<file path="config.mk">
export PLATFORM = sky130hd
export DESIGN_NAME = vxe_mem_hub_us_arb_flat
export DESIGN_NICKNAME = d
export VERILOG_FILES = /design/src/rtl/vxe_mem_hub_us_arb_pkg.sv /design/src/rtl/vxe_mem_hub_us_arb_if.sv /design/src/rtl/vxe_mem_hub_us_arb_rr_pick.sv /design/src/rtl/vxe_mem_hub_us_arb.sv /design/src/flat_wrapper.sv
export SDC_FILE = /design/constraint.sdc
export NUM_CORES = 1
export LEC_CHECK = 0
export BUFFER_PORTS_ARGS = -buffer_cell sky130_fd_sc_hd__buf_4
export CAP_MARGIN = 20
export CORE_MARGIN = 5
export CORE_UTILIZATION = 55
export DETAILED_ROUTE_END_ITERATION = 16
export HOLD_SLACK_MARGIN = 0.08
export PLACE_DENSITY_LB_ADDON = 0.2
export SETUP_SLACK_MARGIN = 0.2
export SLEW_MARGIN = 20
export SYNTH_ARGS = -nofsm -noshare
export SYNTH_HDL_FRONTEND = slang
export SYNTH_SLANG_ARGS = --single-unit
</file>
<file path="constraint.sdc">
create_clock -name clk -period 7.9 [get_ports clk]
set_clock_uncertainty 0.2 [all_clocks]
set_input_delay 0.395 -clock clk [delete_from_list [all_inputs] [get_ports clk]]
set_output_delay 0.395 -clock clk [all_outputs]
set_load 0.02 [all_outputs]
</file>
<file path="src/rtl/vxe_mem_hub_us_arb_pkg.sv">
// Shared memory-hub upstream arbiter definitions: client ids, FSM states and
// the round-robin successor helper used by the picker.
package vxe_mem_hub_us_arb_pkg;

   localparam int NUM_CLIENTS = 3;

   typedef logic [1:0] client_id_t;
   typedef logic [2:0] credit_t;
   typedef logic [3:0] burst_t;

   localparam client_id_t CLIENT_CU   = 2'd0;
   localparam client_id_t CLIENT_VPU0 = 2'd1;
   localparam client_id_t CLIENT_VPU1 = 2'd2;

   typedef enum logic [1:0] {
      ST_IDLE  = 2'd0,
      ST_GRANT = 2'd1,
      ST_STALL = 2'd2
   } arb_state_e;

   // Next client in round-robin order, wrapping VPU1 back to CU.
   function automatic client_id_t rr_next(input client_id_t id);
      return (id == CLIENT_VPU1) ? CLIENT_CU : client_id_t'(id + 2'd1);
   endfunction

endpackage

</file>
<file path="src/rtl/vxe_mem_hub_us_arb_if.sv">
// Request/grant/credit bundle between the memory-hub clients and the
// upstream arbiter; the arbiter takes the slave side.
interface vxe_mem_hub_us_arb_if;
   import vxe_mem_hub_us_arb_pkg::*;

   logic [NUM_CLIENTS-1:0] i_req;
   logic                   i_crd_ret;
   logic [NUM_CLIENTS-1:0] o_gnt;
   client_id_t             o_gnt_id;
   credit_t                o_credits;
   logic                   o_err;

   modport master (
      output i_req, i_crd_ret,
      input  o_gnt, o_gnt_id, o_credits, o_err
   );

   modport slave (
      input  i_req, i_crd_ret,
      output o_gnt, o_gnt_id, o_credits, o_err
   );

endinterface

</file>
<file path="src/rtl/vxe_mem_hub_us_arb_rr_pick.sv">
// Round-robin picker: searches ptr+1, ptr+2, ptr (mod 3) and returns the
// first requester as a one-hot vector plus its encoded id.
module vxe_mem_hub_rr_pick
   import vxe_mem_hub_us_arb_pkg::*;
(
   input  client_id_t             ptr,
   input  logic [NUM_CLIENTS-1:0] req,
   output logic [NUM_CLIENTS-1:0] gnt,
   output client_id_t             gnt_id
);

   client_id_t cand;
   logic       found;

   always_comb begin
      gnt    = '0;
      gnt_id = CLIENT_CU;
      found  = 1'b0;
      cand   = ptr;
      for (int i = 0; i < NUM_CLIENTS; i++) begin
         cand = rr_next(cand);
         if (!found && req[cand]) begin
            found     = 1'b1;
            gnt[cand] = 1'b1;
            gnt_id    = cand;
         end
      end
   end

endmodule

</file>
<file path="src/rtl/vxe_mem_hub_us_arb.sv">
// Credit-gated round-robin upstream arbiter for the memory hub: registered
// one-hot grant, per-client burst limit, sticky credit over-return error.
module vxe_mem_hub_us_arb
   import vxe_mem_hub_us_arb_pkg::*;
#(
   parameter int CREDITS   = 4,
   parameter int MAX_BURST = 4
) (
   input logic                 clk,
   input logic                 rst,
   vxe_mem_hub_us_arb_if.slave bus
);

   localparam credit_t CRD_MAX   = credit_t'(CREDITS);
   localparam burst_t  BURST_MAX = burst_t'(MAX_BURST);

   arb_state_e             state_q, state_d;
   logic [NUM_CLIENTS-1:0] gnt_q, gnt_d, pick_gnt;
   client_id_t             gnt_id_q, gnt_id_d, last_q, last_d, pick_id;
   credit_t                credits_q, credits_d;
   burst_t                 burst_q, burst_d, burst_after;
   logic                   err_q, err_d;
   logic                   transfer, any_req, over_ret, crd_avail, hold, start;

   assign transfer    = |(gnt_q & bus.i_req);
   assign any_req     = |bus.i_req;
   assign over_ret    = bus.i_crd_ret && !transfer && (credits_q == CRD_MAX);
   assign credits_d   = over_ret ? credits_q
                                 : credits_q + credit_t'(bus.i_crd_ret) - credit_t'(transfer);
   assign err_d       = err_q | over_ret;
   assign crd_avail   = (credits_d != '0);
   assign burst_after = burst_q + burst_t'(transfer);
   assign hold        = bus.i_req[gnt_id_q] && (burst_after < BURST_MAX) && crd_avail;

   vxe_mem_hub_rr_pick u_pick (
      .ptr    (last_q),
      .req    (bus.i_req),
      .gnt    (pick_gnt),
      .gnt_id (pick_id)
   );

   // NOTE: every signal written here gets a default first, so no path leaves
   // one unassigned and no latch is inferred.
   always_comb begin
      state_d  = state_q;
      gnt_d    = '0;
      gnt_id_d = CLIENT_CU;
      last_d   = last_q;
      burst_d  = burst_q;
      start    = 1'b0;
      unique case (state_q)
         ST_GRANT: begin
            if (hold) begin
               gnt_d    = gnt_q;
               gnt_id_d = gnt_id_q;
               burst_d  = burst_after;
            end else if (!crd_avail) begin
               state_d = ST_STALL;
            end else if (any_req) begin
               // Picking from last_q == current client covers both hand-off
               // to another requester and re-grant after a burst limit.
               start = 1'b1;
            end else begin
               state_d = ST_IDLE;
            end
         end
         ST_STALL: begin
            if (!any_req)       state_d = ST_IDLE;
            else if (crd_avail) start   = 1'b1;
         end
         default: begin
            if (any_req && crd_avail) start = 1'b1;
         end
      endcase
      if (start) begin
         state_d  = ST_GRANT;
         gnt_d    = pick_gnt;
         gnt_id_d = pick_id;
         last_d   = pick_id;
         burst_d  = '0;
      end
   end

   // NOTE: sequential state uses non-blocking assignments so every register
   // samples pre-edge values regardless of statement order.
   always_ff @(posedge clk) begin
      if (rst) begin
         state_q   <= ST_IDLE;
         gnt_q     <= '0;
         gnt_id_q  <= CLIENT_CU;
         last_q    <= CLIENT_VPU1;
         credits_q <= CRD_MAX;
         burst_q   <= '0;
         err_q     <= 1'b0;
      end else begin
         state_q   <= state_d;
         gnt_q     <= gnt_d;
         gnt_id_q  <= gnt_id_d;
         last_q    <= last_d;
         credits_q <= credits_d;
         burst_q   <= burst_d;
         err_q     <= err_d;
      end
   end

   assign bus.o_gnt     = gnt_q;
   assign bus.o_gnt_id  = gnt_id_q;
   assign bus.o_credits = credits_q;
   assign bus.o_err     = err_q;

endmodule

</file>
<file path="src/flat_wrapper.sv">
// flat-port wrapper written by rule: the top's interface ports become plain ports
module vxe_mem_hub_us_arb_flat import vxe_mem_hub_us_arb_pkg::*;
#(
   parameter int CREDITS   = 4,
   parameter int MAX_BURST = 4
)
  (clk, rst, bus_i_req, bus_i_crd_ret, bus_o_gnt, bus_o_gnt_id, bus_o_credits, bus_o_err);
  vxe_mem_hub_us_arb_if bus_i ();
  input logic clk;
  input logic rst;
  input wire logic [$bits(bus_i.i_req)-1:0] bus_i_req;
  input wire logic [$bits(bus_i.i_crd_ret)-1:0] bus_i_crd_ret;
  output wire logic [$bits(bus_i.o_gnt)-1:0] bus_o_gnt;
  output wire logic [$bits(bus_i.o_gnt_id)-1:0] bus_o_gnt_id;
  output wire logic [$bits(bus_i.o_credits)-1:0] bus_o_credits;
  output wire logic [$bits(bus_i.o_err)-1:0] bus_o_err;
  assign bus_i.i_req = bus_i_req;
  assign bus_i.i_crd_ret = bus_i_crd_ret;
  assign bus_o_gnt = bus_i.o_gnt;
  assign bus_o_gnt_id = bus_i.o_gnt_id;
  assign bus_o_credits = bus_i.o_credits;
  assign bus_o_err = bus_i.o_err;
  vxe_mem_hub_us_arb #(.CREDITS(CREDITS), .MAX_BURST(MAX_BURST)) u_core (.clk(clk), .rst(rst), .bus(bus_i));
endmodule
</file>
==> results.json, run 1 <==
{
  "outcome": "complete, no violations",
  "clock_latency_ns": 0.28,
  "grt_pass1_vias": 734,
  "peakVddDrop_mv": 0.255,
  "synthCells": 99,
  "fmax_ghz": 0.297,
  "min_period_ns": 3.36,
  "cts.sinks": 17,
  "async_flop_share_pct": 0,
  "dieArea_sq_um": 2540,
  "ys_seq_elements": 17,
  "numPortBuffers": 14,
  "synth_cell_types": 34,
  "required_ns": 7.90,
  "routedWlPerCell_um": 12.9,
  "synth.area.top_cells": "dfxtp_1 (38%), ha_1 (8.4%), inv_1 (4.6%)",
  "p_int_uw": 208,
  "ys.flop_type": "dfxtp_1",
  "cp-end-kind": "flip-flop",
  "power.leakage_nw": 0.427,
  "synthTopCellsByCount": "dfxtp_1 (17), inv_1 (11), nor2_1 (10)",
  "drtIter0Drc": 14,
  "dpl_worst_slack_ns": 4.33,
  "path_buf_inv": 2,
  "viasPerCell": 5.82,
  "area_growth_pct": 15.6,
  "core_sq_um": 1520,
  "grt_overflow": 0,
  "p_clk_share_pct": 12.6,
  "globalplace.congestion": 0.799,
  "critPathLaunchType": "flip-flop",
  "via_count": 763,
  "syn_nets": 112,
  "rsz0062_at_grt": "no",
  "critical_path.top_delay_family": "compound AO/OA/AOI/OAI gates",
  "clkTransAtPathRegs_ns": 0.09,
  "rows": 14,
  "ios": 15,
  "nets": 129,
  "setup_viol": 0,
  "syn-cell-area_sq_um": 896,
  "seqPwrFrac_pct": 34.4,
  "htree_levels": 1,
  "power_uw": 352,
  "fin_setup_tns_ns": 0,
  "postRouteAntennaNets": 0,
  "worstPathCellList": "a222oi_1, inv_1, ha_1, inv_1, ha_1, fa_1, xnor2_1, xnor2_1, nor4_4, a211oi_4, nand3_1, o22ai_1",
  "ys_seq_area_share_pct": 38.0,
  "cts_buffers": 3,
  "cts.path.max_buffers": 2,
  "start_util_pct": 58.8,
  "syn_avg_cell_area_sq_um": 9.05,
  "routed_wl_um": 1700,
  "drive_gt1_share_pct": 19.1,
  "max_stage_delay_ns": 0.43,
  "grtUsageTotal_pct": 14.7,
  "critPathMaxFanout": 9,
  "max_slew_margin_pct": 57.3,
  "pwr-share-comb_pct": 53.0,
  "p_per_area_nw_per_um2": 340,
  "arrival_ns": 3.37,
  "fp.dieH_um": 50.4,
  "post-route-period-util_pct": 42.6,
  "cp_slowest_cell": "a222oi_1",
  "post_cts_buffers": 0,
  "antenna_found_initial": 0,
  "cts_tree": "done",
  "setup_ws_ns": 4.54,
  "drc": 0,
  "ys_warn_count": 0,
  "synth_top_area_cell": "dfxtp_1",
  "die_w_um": 50.4,
  "synth_edf_count": 0,
  "slew_violations": 0,
  "antenna_cells": 0,
  "tightest_slew_ns": 0.636,
  "maxCapViolCount": 0,
  "grt_first_pass_wirelength_um": 3050,
  "hp-class": "primary input to flip-flop",
  "p_switching_uw": 144,
  "grt_max_degree": 12,
  "swShare_pct": 40.9,
  "synth_top_area_share_pct": 38.0,
  "dr.pass1.iters": 6,
  "hold_violations": 0,
  "synth.most_common_cell": "dfxtp_1",
  "criticalPathCategory": "flip-flop to flip-flop",
  "post-dp-hpwl_um": 1320,
  "cts_resized": 0,
  "cts_root_buffer": "clkbuf_4",
  "ctsHoldBuffers": 0
}
kinds of logic after synthesis:
| group | after synthesis | synth area share, % |
|---|---|---|
| flip-flops | 17 | 38.0 |
| AND/OR/NAND/NOR | 36 | 23.5 |
| multiplexers | 3 | 3.35 |
| AO/OA/AOI/OAI | 21 | 16.8 |
| XOR/XNOR | 2 | 1.96 |
| buffers and inverters | 13 | 5.87 |
| adder cells (fa/ha/maj) | 7 | 10.6 |
path summary, 6_finish.rpt:
path                       startpoint                endpoint  slack (ns)  cells past startpoint
hold / removal                    rst  u_core.bus.o_gnt_id[0]        0.16                      2
hold reg to reg   u_core.bus.o_gnt[1]     u_core.bus.o_gnt[1]        0.28                      2
setup / recovery  u_core.bus.o_gnt[0]     u_core.bus.o_gnt[2]        4.54                     12
setup reg to reg  u_core.bus.o_gnt[0]     u_core.bus.o_gnt[2]        4.54                     12
metrics by stage:
stage	std cells	instance area, sq um	util (%)	hold WS (ns)
final	131	1040	68.0	0.160
after global routing	131	1040	68.0	0.145
after CTS	131	1040	68.0	0.145
after detailed placement	127	1010	66.3	0.269
after global placement	127	1010	66.3	0.253
after floorplan	99	896	-	0.238
worst register-to-register path, stage by stage, from the launching register on:
cell and delay (ns):
dfxtp_1 0.34, a222oi_1 0.43, inv_1 0.13, ha_1 0.29, inv_1 0.04, ha_1 0.18
fa_1 0.39, xnor2_1 0.15, xnor2_1 0.28, nor4_4 0.09, a211oi_4 0.37, nand3_1 0.21
o22ai_1 0.19
state kept, by name, summed over array words and instances, names as in the netlist:
register and count:
u_core.bus.o_err 1, u_core.bus.o_gnt_id 2, u_core.burst_q 4, u_core.last_q 2, u_core.bus.o_credits 3, u_core.state_q 2
u_core.bus.o_gnt 3
cells in the final DEF (no fill, tap or decap), types with 4 or more instances in the layout:
master / instances
buf_4: 14
dfxtp_1: 17
a21oi_1: 5
ha_1: 6
o22ai_1: 4
nand2_1: 4
inv_1: 11
nor2_1: 10
layer usage:
layer	vias to the layer above	global-route usage (%)	share of wire [%]
met2	12	24.7	50
met3	2	3.85	4.7
met4	0	5.11	0.94
met5	-	0	0
met1	370	18.2	45
li1	379	-	-
power by group through the flow:
stage,Clock [mW],Combinational (mW),Sequential [mW]
4_1_cts,0.0463,0.189,0.121
3_5_place_dp,0,0.187,0.123
5_1_grt,0.0516,0.207,0.125
6_report,0.0444,0.187,0.121
2_1_floorplan,0,0.130,0.135
3_3_place_gp,0,0.185,0.122
final cells by class:
| type | count | area (sq um) |
|---|---|---|
| inverter | 11 | 41.3 |
| sequential | 17 | 340 |
| multi-input combinational | 69 | 503 |
| clock buffer | 4 | 26.3 |
| timing repair buffer | 14 | 105 |
| fill | 128 | 488 |
| tap | 16 | 20.0 |
Power figures use the tool's default switching activity.
==> inputs of run 2 (changes only) <==
--- a/config.mk
+++ b/config.mk
@@ -8,7 +8,7 @@
 export BUFFER_PORTS_ARGS = -buffer_cell sky130_fd_sc_hd__buf_4
 export CAP_MARGIN = 20
 export CORE_MARGIN = 5
-export CORE_UTILIZATION = 55
+export CORE_UTILIZATION = 48
 export DETAILED_ROUTE_END_ITERATION = 16
 export HOLD_SLACK_MARGIN = 0.08
 export PLACE_DENSITY_LB_ADDON = 0.2
==> constraint.sdc (replaced) <==
create_clock -name clk -period 2.8 [get_ports clk]
set_clock_uncertainty 0.2 [all_clocks]
set_input_delay 0.14 -clock clk [delete_from_list [all_inputs] [get_ports clk]]
set_output_delay 0.14 -clock clk [all_outputs]
set_load 0.02 [all_outputs]
==> run 2 against run 1 <==
The flow now finishes with violations (setup timing). First-iteration DRC count rose to 3.1 times the previous value. Non-clock buffer count up 23. Combinational power rose to 4.1 times the previous value. Final cell count up 25%. Maximum frequency up 3.3%. Worst hold slack worse by 0.054 ns. Flip-flop and latch count unchanged. Wire length up 38%. Highest routed layer unchanged.
==> results.json, run 2 (synthesis gave the netlist of run 1 again) <==
{
  "outcome": "complete, but fails checks",
  "failed_checks": "setup timing",
  "nets": 153,
  "wl_met3_um": 151,
  "peakVddDrop_mv": 0.559,
  "criticalPathCategory": "flip-flop to flip-flop",
  "drc": 0,
  "numPortBuffers": 14,
  "die_w_um": 53.2,
  "cts.path.max_buffers": 2,
  "antenna_found_initial": 0,
  "required_ns": 2.84,
  "dp_cells": 146,
  "critPathLaunchType": "flip-flop",
  "place_area_sq_um": 1110,
  "slew_violations": 0,
  "grt_first_pass_wirelength_um": 3910,
  "setup_ws_ns": -0.457,
  "fmax_ghz": 0.307,
  "viasPerCell": 5.44,
  "routedWlPerCell_um": 14.3,
  "holdPathStages": 4,
  "area_growth_pct": 45.8,
  "path_buf_inv": 3,
  "largest_register_ffs": 4,
  "dieArea_sq_um": 2830,
  "cp_slowest_cell": "a222oi_1",
  "layout_commonest_cell": "buf_4",
  "htree_levels": 1,
  "rr_startpoint": "u_core.bus.o_gnt[0]",
  "cts_buffers": 3,
  "hp-class": "primary input to flip-flop",
  "clock_latency_ns": 0.29,
  "grt_max_degree": 12,
  "maxUsedRoutingLayer": "met4",
  "critical_path.top_delay_family": "adder cells",
  "route.met2.wl_um": 1100,
  "globalplace.congestion": 0.815,
  "multi_input_area_sq_um": 571,
  "grtUsageTotal_pct": 19.4,
  "fin_area_sq_um": 1310,
  "cts.sinks": 17,
  "maxCapViolCount": 0,
  "seq_area_sq_um": 345,
  "cts_root_buffer": "clkbuf_4",
  "critPathMaxFanout": 5,
  "power.leakage_nw": 0.551,
  "regMostFlops": "u_core.burst_q",
  "drive_gt1_share_pct": 39.6,
  "drtIter0Drc": 43,
  "power_mw": 1.24,
  "rsz0062_at_grt": "yes",
  "layout_common_cells": "buf_4 (32), dfxtp_1 (15), inv_1 (11), nor2_1 (9), ha_1 (5)",
  "ff2ff_path_depth": 13,
  "start_util_pct": 51.3,
  "ff2ff_setup_slack_ns": -0.46,
  "max_slew_margin_pct": 42.2,
  "grt_pass1_vias": 847,
  "postRouteAntennaNets": 0,
  "final_cell_count_no_fill": 164,
  "ios": 15,
  "via_count": 892,
  "fill_cells": 122,
  "hold-worst-slack_ns": 0.106,
  "arrival_ns": 3.30,
  "setup_viol": 13,
  "dr.pass1.iters": 4,
  "fp.dieH_um": 53.2,
  "cts_tree": "done",
  "routed_wl_um": 2340,
  "tightest_slew_ns": 0.860,
  "wl_met1_um": 1030,
  "clkTransAtPathRegs_ns": 0.10,
  "worstPathCellList": "a222oi_1, inv_1, ha_1, inv_1, ha_2, fa_2, xnor2_2, xnor2_2, nor4_4, a211oi_4, or2_4, buf_6, nor2_1",
  "hold_end": "u_core.last_q[0]",
  "cp-end-kind": "flip-flop",
  "min_from": "bus_i_req[1]",
  "post-dp-hpwl_um": 1480,
  "rows": 15,
  "core_sq_um": 1750,
  "hold_violations": 0,
  "max_stage_delay_ns": 0.40,
  "p_per_area_nw_per_um2": 949,
  "grt_overflow": 0,
  "r2r-end": "u_core.burst_q[0]",
  "post-route-period-util_pct": 116,
  "min_period_ns": 3.26,
  "antenna_cells": 0
}
==> run 2: through the flow <==
stage	util (%)	setup WS [ns]	setup TNS, ns
floorplan	-	-0.308	-3.28
global placement	63.7	-0.382	-4.42
detailed placement	63.7	-0.524	-6.12
CTS	73.0	-0.394	-4.67
global route	74.8	-0.598	-7.30
finish	74.8	-0.457	-5.39
==> run 2: metal layers <==
| metal | track usage (%) | up-vias |
|---|---|---|
| li1 | - | 433 |
| met1 | 22.7 | 403 |
| met2 | 32.7 | 49 |
| met3 | 3.10 | 7 |
| met4 | 11.9 | 0 |
| met5 | 0 | - |
==> run 2: worst max path at each step <==
stage                                   start                     end  slack [ns]  cells after the start
after global placement    u_core.bus.o_gnt[0]       u_core.burst_q[0]       -0.38                     12
after detailed placement  u_core.bus.o_gnt[0]  u_core.bus.o_gnt_id[1]       -0.52                     12
after floorplan           u_core.bus.o_gnt[0]       u_core.burst_q[0]       -0.31                     13
after CTS                 u_core.bus.o_gnt[0]       u_core.burst_q[1]       -0.39                     12
after global routing      u_core.bus.o_gnt[0]       u_core.burst_q[0]       -0.60                     13
final                     u_core.bus.o_gnt[0]       u_core.burst_q[0]       -0.46                     13
==> run 2: where the power goes <==
group | internal, mW | total [mW] | switching, mW
Sequential | 0.299 | 0.343 | 0.0445
Combinational | 0.373 | 0.760 | 0.387
Clock | 0.0554 | 0.136 | 0.0804
Total | 0.727 | 1.24 | 0.512
==> run 2: worst reg2reg max path, stage by stage (launching register included) <==
cell	delay, ns
dfxtp_4	0.35
a222oi_1	0.40
inv_1	0.12
ha_1	0.29
inv_1	0.04
ha_2	0.18
fa_2	0.38
xnor2_2	0.16
xnor2_2	0.18
nor4_4	0.30
a211oi_4	0.10
or2_4	0.30
buf_6	0.13
nor2_1	0.08
==> run 2: area by class of cell <==
type / count / area share, %
Sequential cell: 17 / 26.4
Inverter: 11 / 3.16
Multi-Input combinational cell: 70 / 43.7
Tap cell: 25 / 2.39
Timing Repair Buffer: 37 / 22.3
Clock buffer: 4 / 2.01
==> run 2: timing repair <==
action                                 in CTS  in global routing
cloned                                      1                  0
endpoints found under the hold margin      17                  0
setup endpoints to repair                  14                 14
buffers inserted                            8                  1
hold buffers                                4                  0
pin swaps                                  11                  2
gates resized for setup                     5                  6
==> inputs of run 3 (changes only) <==
--- a/config.mk
+++ b/config.mk
@@ -5,10 +5,11 @@
 export SDC_FILE = /design/constraint.sdc
 export NUM_CORES = 1
 export LEC_CHECK = 0
+export ABC_AREA = 1
 export BUFFER_PORTS_ARGS = -buffer_cell sky130_fd_sc_hd__buf_4
 export CAP_MARGIN = 20
 export CORE_MARGIN = 5
-export CORE_UTILIZATION = 48
+export CORE_UTILIZATION = 51
 export DETAILED_ROUTE_END_ITERATION = 16
 export HOLD_SLACK_MARGIN = 0.08
 export PLACE_DENSITY_LB_ADDON = 0.2
@@ -16,4 +17,5 @@
 export SLEW_MARGIN = 20
 export SYNTH_ARGS = -nofsm -noshare
 export SYNTH_HDL_FRONTEND = slang
+export SYNTH_HIERARCHICAL = 1
 export SYNTH_SLANG_ARGS = --single-unit
==> run 3 against run 2 <==
The flow now finishes without violations. Combinational power increased by 87%. Non-clock buffer count decreased by 14. Cell area increased by 15%. Synthesized area increased by 32%. Worst hold slack got worse by 0.035 ns. Wire length increased by 32%. Final cell count increased by 34%. Count of clock-buffer cells in the layout decreased by 1. Register-to-register slack improved by 0.70 ns. First-iteration DRC count increased by 56%. Sequential share of layout area decreased by 3.6 points. Flip-flop and latch count unchanged.
==> results.json, run 3 <==
{
  "muxShareOfSynthArea_pct": 0,
  "cts_tree": "done",
  "post-route-period-util_pct": 91.4,
  "p_per_area_nw_per_um2": 1300,
  "via_count": 1233,
  "postRouteAntennaNets": 0,
  "rows": 17,
  "hp-class": "primary input to flip-flop",
  "power.leakage_nw": 0.706,
  "synth_top_area_cell": "dfxtp_1",
  "cts.sinks": 17,
  "syn_nets": 179,
  "place_area_sq_um": 1320,
  "fin_setup_tns_ns": 0,
  "fp.dieH_um": 58.2,
  "synth_top_area_share_pct": 28.8,
  "synth_compound_area_share_pct": 8.67,
  "rr_startpoint": "u_core/bus.o_gnt[1]",
  "peakVddDrop_mv": 0.725,
  "max_stage_delay_ns": 0.35,
  "criticalPathCategory": "flip-flop to flip-flop",
  "clkTransAtPathRegs_ns": 0.10,
  "ys_warn_count": 6,
  "synth.area.top_cells": "dfxtp_1 (29%), nand2_1 (13%), nand3_1 (11%)",
  "grt_overflow": 0,
  "synth.most_common_cell": "nand2_1",
  "critPathLaunchType": "flip-flop",
  "regMostFlops": "u_core/burst_q",
  "cp-end-kind": "flip-flop",
  "start_util_pct": 53.5,
  "critical_path.top_delay_family": "simple AND/OR/NAND/NOR gates",
  "setup_viol": 0,
  "hold-worst-slack_ns": 0.0712,
  "cts.path.max_buffers": 2,
  "path_buf_inv": 1,
  "synth_cell_types": 23,
  "max_slew_margin_pct": 58.6,
  "synthSimpleGateAreaFrac_pct": 45.7,
  "routed_wl_um": 3080,
  "syn_avg_cell_area_sq_um": 7.13,
  "cts_root_buffer": "clkbuf_4",
  "endpoint": "u_core/bus.o_gnt[1]",
  "cts_buffers": 3,
  "dieArea_sq_um": 3380,
  "ys.flop_type": "dfxtp_1",
  "ys_seq_area_share_pct": 28.8,
  "post-dp-hpwl_um": 2100,
  "synth_top_family_by_area": "simple AND/OR/NAND/NOR gates",
  "synthTopCellsByCount": "nand2_1 (40), nand3_1 (25), inv_1 (22)",
  "synth_edf_count": 0,
  "slew_violations": 0,
  "area_growth_pct": 27.2,
  "ios": 15,
  "layout_commonest_cell": "nand2_1",
  "antenna_found_initial": 0,
  "crit_path_frequent_cell": "nand2_2",
  "worst-path-stages": 15,
  "cp_slowest_cell": "fa_2",
  "largest_register_ffs": 4,
  "required_ns": 2.82,
  "rsz0062_at_grt": "yes",
  "grtUsageTotal_pct": 17.1,
  "grt_first_pass_wirelength_um": 4510,
  "clock_latency_ns": 0.29,
  "numPortBuffers": 14,
  "ff2ff_setup_slack_ns": 0.24,
  "ff2ff_path_depth": 15,
  "r2r-end": "u_core/bus.o_gnt[1]",
  "grt_max_degree": 11,
  "nets": 205,
  "critPathMaxFanout": 6,
  "grt_pass1_vias": 1070,
  "syn-cell-area_sq_um": 1180,
  "startpoint": "u_core/bus.o_gnt[1]",
  "fin_area_sq_um": 1510,
  "fill_cells": 168,
  "tightest_slew_ns": 0.616,
  "worstPathCellList": "nand2_2, nand3_4, ha_4, inv_2, ha_4, fa_2, nand2_2, nand2_2, nor2_4, nand2_4, nand2_2, nand2_2, nand2_4, nand3_1, a21oi_1",
  "drive_gt1_share_pct": 38.2,
  "async_flop_share_pct": 0,
  "min_from": "bus_i_crd_ret",
  "dr.pass1.iters": 4,
  "drtIter0Drc": 67,
  "globalplace.congestion": 0.804,
  "drc": 0,
  "core_sq_um": 2210,
  "fmax_ghz": 0.391,
  "maxCapViolCount": 0,
  "synthXorXnorAreaFrac_pct": 0,
  "layout_common_cells": "nand2_1 (36), nand3_1 (24), buf_4 (20), inv_1 (19), dfxtp_1 (14)",
  "arrival_ns": 2.58,
  "synth-adder-area-share_pct": 8.03,
  "die_w_um": 58.2,
  "min_period_ns": 2.56,
  "htree_levels": 1,
  "routedWlPerCell_um": 14.1,
  "hold_violations": 0,
  "ys_seq_elements": 17,
  "outcome": "complete, no violations",
  "viasPerCell": 5.63,
  "synthCells": 166,
  "antenna_cells": 0
}
## run 3: cell types whose count changed after synthesis, sizes merged, moves of 3 or more
cell / previous run / this run
a21oi: 5 / 10
and2: 3 / 0
inv: 11 / 24
mux2i: 3 / 0
nand2: 4 / 50
nand3: 3 / 30
nand3b: 3 / 0
nor2: 10 / 18
o22ai: 4 / 0
## run 3: worst min-delay path, cell delays in order
cell     delay (ns)
buf_4          0.11
ha_4           0.15
nand2_1        0.06
nor2_1         0.08
## run 3: how the worst min path moves through the flow
stage	to	slack [ns]	cells after the start
after floorplan	u_core/state_q[1]	0.24	4
after global placement	u_core/bus.o_gnt_id[1]	0.19	2
after detailed placement	u_core/bus.o_gnt_id[1]	0.19	2
after CTS	u_core/bus.o_credits[0]	0.11	4
after global routing	u_core/bus.o_credits[0]	0.09	4
final	u_core/bus.o_credits[0]	0.07	4
## run 3: kinds of logic after synthesis
family	after synthesis
adders and majority gates	7
buffers and inverters	26
and+or+nand+nor	103
DFF	17
AOI/OAI and AO/OA	13
## run 3: repair_timing
action / in CTS / in global routing
pin swaps: 5 / 9
hold buffers: 1 / 0
endpoints found under the hold margin: 10 / 0
buffers inserted: 5 / 3
endpoints found under the setup margin: 13 / 13
gates resized for setup: 8 / 15
## run 3: area by class of cell
| type | count | area [sq um] | share of cell area [%] |
|---|---|---|---|
| well taps | 28 | 35.0 | 2.33 |
| clock buffers | 3 | 22.5 | 1.50 |
| clock inverters | 1 | 5.00 | 0.333 |
| inverters | 24 | 90.1 | 5.99 |
| repair buffers | 23 | 183 | 12.1 |
| flip-flops and latches | 17 | 344 | 22.9 |
| multi-input cells | 123 | 826 | 54.9 |
## run 3: report_power, final
| group | internal, mW | switching (mW) | total, mW |
|---|---|---|---|
| Clock | 0.0532 | 0.0820 | 0.135 |
| Sequential | 0.319 | 0.0846 | 0.404 |
| Combinational | 0.575 | 0.843 | 1.42 |
| Total | 0.947 | 1.01 | 1.96 |
## run 3: layer usage
metal | share of wire, % | vias to the layer above | routed length, um | global-route usage [%]
li1 | - | 589 | - | -
met1 | 38 | 584 | 1160 | 19.4
met2 | 53 | 49 | 1640 | 31.5
met3 | 6.3 | 11 | 194 | 4.45
met4 | 2.8 | 0 | 85 | 4.64
met5 | 0 | - | 0 | 0
## run 3: stage by stage
stage                     total power [mW]  util, %  setup WS, ns  instances
after floorplan                       1.28        -         0.214        166
after global placement                1.46     59.5         0.217        206
after detailed placement              1.50     59.5         0.104        206
after CTS                             1.72     63.6         0.202        216
after global routing                  2.10     68.0         0.140        219
final                                 1.96     68.0         0.241        219
